[src/rtl/pc_gen.sv]
// Fetch program-counter generator with buffered redirects and exception entry.
// Optional macro PC_MISALIGN_TRAP_EN: misaligned redirects trap to EXC_VEC and pulse misalign.
module pc_gen #(
   parameter int unsigned      WIDTH       = 32,
   parameter int unsigned      INSTR_BYTES = 4,
   parameter logic [WIDTH-1:0] RESET_VEC   = '0,
   parameter logic [WIDTH-1:0] EXC_VEC     = WIDTH'(32'h0000_0080)
) (
   input  logic             clk,
   input  logic             rst,
   input  logic             hit,
   input  logic             stall,
   input  logic             redir_valid,
   input  logic [WIDTH-1:0] redir_target,
   input  logic             exc_valid,
   output logic [WIDTH-1:0] pc_out,
   output logic             pc_valid,
   output logic             flush,
`ifdef PC_MISALIGN_TRAP_EN
   output logic             misalign,
`endif
   output logic             pend
);

   typedef enum logic {
      RUN  = 1'b0,
      PEND = 1'b1
   } state_e;

   localparam logic [WIDTH-1:0] LOW_MASK = WIDTH'(INSTR_BYTES - 1);
   localparam logic [WIDTH-1:0] STEP     = WIDTH'(INSTR_BYTES);

   state_e           state_q, state_d;
   logic [WIDTH-1:0] pc_q, pc_d;
   logic [WIDTH-1:0] tgt_q, tgt_d;
   logic             valid_q, valid_d;
   logic             flush_q, flush_d;
   logic             mis_q, mis_d;

   logic             adv;
   logic             trap;
   logic [WIDTH-1:0] aligned_tgt;

   assign adv         = hit & ~stall;
   assign aligned_tgt = redir_target & ~LOW_MASK;

`ifdef PC_MISALIGN_TRAP_EN
   assign trap = redir_valid & (|(redir_target & LOW_MASK));
`else
   assign trap = 1'b0;
`endif

   always_ff @(posedge clk) begin
      if (rst) begin
         state_q <= RUN;
         pc_q    <= RESET_VEC;
         tgt_q   <= '0;
         valid_q <= 1'b1;
         flush_q <= 1'b0;
         mis_q   <= 1'b0;
      end else begin
         state_q <= state_d;
         pc_q    <= pc_d;
         tgt_q   <= tgt_d;
         valid_q <= valid_d;
         flush_q <= flush_d;
         mis_q   <= mis_d;
      end
   end

   // Priority: exception (or misalign trap) > redirect > pending apply > advance > hold.
   always_comb begin
      state_d = state_q;
      pc_d    = pc_q;
      tgt_d   = tgt_q;
      valid_d = valid_q;
      flush_d = 1'b0;
      mis_d   = 1'b0;
      if (exc_valid || trap) begin
         state_d = RUN;
         pc_d    = EXC_VEC;
         valid_d = 1'b1;
         flush_d = 1'b1;
         mis_d   = ~exc_valid;
      end else if (redir_valid) begin
         if (adv) begin
            state_d = RUN;
            pc_d    = aligned_tgt;
            valid_d = 1'b1;
            flush_d = 1'b1;
         end else begin
            state_d = PEND;
            tgt_d   = aligned_tgt;
            valid_d = 1'b0;
         end
      end else if (state_q == PEND) begin
         if (adv) begin
            state_d = RUN;
            pc_d    = tgt_q;
            valid_d = 1'b1;
            flush_d = 1'b1;
         end
      end else if (adv) begin
         pc_d = pc_q + STEP;
      end
   end

   always_comb begin
      pc_out   = pc_q;
      pc_valid = valid_q;
      flush    = flush_q;
      pend     = (state_q == PEND);
`ifdef PC_MISALIGN_TRAP_EN
      misalign = mis_q;
`endif
   end

`ifndef PC_MISALIGN_TRAP_EN
   logic unused_mis;
   assign unused_mis = mis_q;
`endif

endmodule

[config.mk]
export PLATFORM = sky130hd
export DESIGN_NAME = pc_gen
export DESIGN_NICKNAME = d
export VERILOG_FILES = /design/src/rtl/pc_gen.sv
export SDC_FILE = /design/constraint.sdc
export NUM_CORES = 1
export LEC_CHECK = 0
export CAP_MARGIN = 15
export CORE_ASPECT_RATIO = 0.7
export CORE_MARGIN = 2
export CORE_UTILIZATION = 25
export CTS_BUF_LIST = sky130_fd_sc_hd__clkbuf_2 sky130_fd_sc_hd__clkbuf_4 sky130_fd_sc_hd__clkbuf_8
export CTS_CLUSTER_DIAMETER = 60
export DETAILED_ROUTE_END_ITERATION = 10
export GPL_ROUTABILITY_DRIVEN = 0
export RECOVER_POWER = 25
export SLEW_MARGIN = 20
export SYNTH_ARGS = -nofsm -noshare
export SYNTH_HDL_FRONTEND = slang
export SYNTH_SLANG_ARGS = --single-unit
[constraint.sdc]
create_clock -name clk -period 3.35 [get_ports clk]
set_input_delay 0.67 -clock clk [delete_from_list [all_inputs] [get_ports clk]]
set_output_delay 0.67 -clock clk [all_outputs]
set_load 0.1 [all_outputs]
==> flow_summary.toml <==
[logic_synthesis]
seq_area_frac_synth_pct = 37.4
synth_edf_count = 0
yosys_warnings = 0
commonest_register_cell_after_synthesis = "sky130_fd_sc_hd__dfxtp_1"
async_reset_ff_share_pct = 0
synth_area_per_cell_um2 = 7.54
ys_seq_elements = 65
synth.net_count = 501
synth_top_cells_by_area = "sky130_fd_sc_hd__dfxtp_1 (37%), sky130_fd_sc_hd__nand2_1 (11%), sky130_fd_sc_hd__a21oi_1 (6.5%), sky130_fd_sc_hd__o21ai_0 (5.7%), sky130_fd_sc_hd__nand3_1 (2.6%)"
postSynthCellCount = 462
synth_area_um2 = 3480
yosysTopAreaCell = "sky130_fd_sc_hd__dfxtp_1"
synth_cell_types = 61
yosys.area.top_type_share_pct = 37.4

[worst_setup_path]
rr_worst_depth = 5
timing.critical_path.required_ps = 3630
regToRegSetupSlack_ps = 1200
timing.setup.critical_path_class = "in -> reg"
critical_path_peak_fanout = 9
worst_r2r_startpoint = "pc_out[15]"
critical_path_arrival_ps = 2890
critical_path.startpoint_type = "input port"
reg2reg_to = "pc_out[27]"
end_kind = "register"

[placed_design]
dpl.hpwl_um = 8610
placement.io_buffers = 70
placed_area_um2 = 4300
number_of_instances_in_the_placed_design = 703

[power]
power_switching_share_pct = 31.4
p_clk_share_pct = 37.1
seq_power_share_pct = 45.3
power_density_nw_per_um2 = 417
share_of_total_power_in_combinational_logic_pct = 17.6
report.power.total_mw = 1.84
power.switching_uw = 575
vdd.ir_drop.worst_uv = 225
power.leakage_nw = 1.56
power.internal_mw = 1.26

[hold_path]
hold_path_depth = 2
hold_path_end = "tgt_q[23]"
timing.hold.worst.start = "tgt_q[23]"
min_path_type = "reg -> reg"

[routing]
via_to_cell_ratio = 5.13
vias = 3692
drc_violation_total_after_the_first_tritonroute_iteration = 208
post_drt_wl_per_cell_um = 16.5
detail-route-antenna-nets = 0
dr.pass1.iters = 5
totalWireLength_um = 11900
drc_errors = 0

[clock_network]
ctsHtreeMaxLevel = 3
post_cts_setup_buffers = 0
reg_clk_slew_reported_paths_ps = 80
clock_path_buffers = 2
post_cts.resized_instances = 0
inserted_clock_buffers = 9
worstSkewPairLatency_ps = 360
tritoncts_sink_count = 65
clk_root_buffer_cell = "sky130_fd_sc_hd__clkbuf_8"
clock_tree_from_tritoncts = "built"
cts.hold.buffers_added = 0

[timing]
grt_setup_unrepaired = "no"
report.final.slew_viol_count = 0
tightest_slew_ps = 1270
timing.fmax_mhz = 384
final_worst_path_period_need_ps = 2600
headroom_to_the_max_slew_limit_pct = 16.0
timing.final.hold_violations = 0
skew_ps = 10.7
post-route-period-util_pct = 77.7
totalNegativeSetupSlack_ps = 0
report.final.setup_viol = 0

[cells_and_area]
instances_no_fill = 719
insertedDiodeCount = 0
layout-drive-gt1-share_pct = 9.64
finalInstanceArea_um2 = 4400
area.growth.synth_to_final_pct = 26.4
filler_cell_count = 1519
finalNetCount = 563

[global_routing]
antenna_found_initial = 0
globalRouteOverflowTotal = 0
largest_net_degree_at_the_start_of_global_routing = 35
grtUsageTotal_pct = 16.1
grt_first_pass_wirelength_um = 18500
grt_pass1_vias = 3342

[die]
design.core.area_um2 = 13800
start_util_pct = 25.3
fp-row-count = 36
design.portCount = 73
die_y_um = 103
fp.dieW_um = 145
overall_die_area_um2 = 14900

[status]
status = "finished, final reports clean"

[job]
max_cap_violations = 0
[sequential cells by signal, indices dropped and copies added (netlist names)]
signal and cells:
pc_out 32, pc_valid 1, flush 1, pend 1
tgt_q 30
[logic make-up after synthesis]
group	synth area share, %
xor gates and xnor gates	1.26
muxes	0.862
AOI/OAI and AO/OA	25.6
buffers and inverters	5.03
adders and majority gates	0.359
DFF	37.4
and+or+nand+nor	29.6
[how the worst max path moves through the flow]
stage	depth (start not counted)	slack [ps]	startpoint	to
after detailed placement	6	430	exc_valid	pc_out[23]
after floorplan	6	710	pc_out[15]	pc_out[27]
after global placement	6	470	exc_valid	pc_out[23]
after CTS	6	780	exc_valid	pc_out[23]
after global routing	6	670	exc_valid	pc_out[23]
final	5	750	exc_valid	pc_out[22]
[worst max-delay path: stages]
cell	delay [ps]
sky130_fd_sc_hd__clkdlybuf4s50_1	630
sky130_fd_sc_hd__nor4b_4	670
sky130_fd_sc_hd__o311ai_0	490
sky130_fd_sc_hd__o21ai_0	280
sky130_fd_sc_hd__o2bb2ai_1	140
[per-layer routing]
layer	global-route usage [%]	vias up	share of wire (%)
met5	0	-	0
met4	5.13	0	0.98
met3	4.16	8	7.6
met2	23.3	150	42
met1	23.4	1746	50
li1	-	1788	-
[through the flow]
stage	utilization, %	hold slack [ps]	setup WS, ps
2_1_floorplan	-	432	709
3_5_place_dp	31.2	447	431
3_3_place_gp	31.2	437	467
5_1_grt	31.9	473	666
4_1_cts	32.6	457	778
6_report	31.9	456	745
[final cells by class]
cell class / count / area (um^2) / share of cell area (%)
multi-input combinational: 356 / 2030 / 46.0
tap: 190 / 238 / 5.40
clock buffer: 10 / 138 / 3.13
clock inverter: 6 / 57.6 / 1.31
sequential: 65 / 1300 / 29.6
timing repair buffer: 82 / 604 / 13.7
inverter: 10 / 37.5 / 0.853
[cell usage in the layout (no fill, tap or decap), drive strengths merged, types with 3 or more instances in the layout]
master	instances
nor2	19
a211o	3
mux2i	3
o22ai	4
a32o	5
a21oi	45
o311ai	6
clkdlybuf4s50	34
xnor2	3
nand4	8
and2	4
o31ai	4
inv	10
nand2b	8
and3	12
o21ai	41
nand3	19
o211ai	3
a41oi	3
nor2b	7
clkbuf	35
nand2	104
a22oi	4
a31oi	6
nor3	6
nor4	6
dfxtp	65
clkinv	4
buf	23
o21a	5
[power by group through the flow]
stage	Combinational [mW]	Sequential, mW	Clock, mW
global placement	0.323	0.846	0
finish	0.323	0.831	0.682
global route	0.344	0.835	0.732
floorplan	0.128	0.930	0
CTS	0.327	0.830	0.697
detailed placement	0.326	0.848	0
[synth_stat cells, types with 4 or more instances]
library cell               instances
sky130_fd_sc_hd__a21oi_1          45
sky130_fd_sc_hd__a22oi_1           4
sky130_fd_sc_hd__a31oi_1           6
sky130_fd_sc_hd__a32o_1            5
sky130_fd_sc_hd__and2_1            4
sky130_fd_sc_hd__and3_1           12
sky130_fd_sc_hd__clkbuf_1         24
sky130_fd_sc_hd__dfxtp_1          65
sky130_fd_sc_hd__inv_1            10
sky130_fd_sc_hd__nand2_1         104
sky130_fd_sc_hd__nand2b_1          8
sky130_fd_sc_hd__nand3_1          18
sky130_fd_sc_hd__nand4_1           8
sky130_fd_sc_hd__nor2_1           18
sky130_fd_sc_hd__nor2b_1           7
sky130_fd_sc_hd__nor3_1            5
sky130_fd_sc_hd__nor4_1            4
sky130_fd_sc_hd__o21a_1            4
sky130_fd_sc_hd__o21ai_0          40
sky130_fd_sc_hd__o22ai_1           4
sky130_fd_sc_hd__o311ai_0          6
sky130_fd_sc_hd__o31ai_1           4
Power figures use the tool's default switching activity.
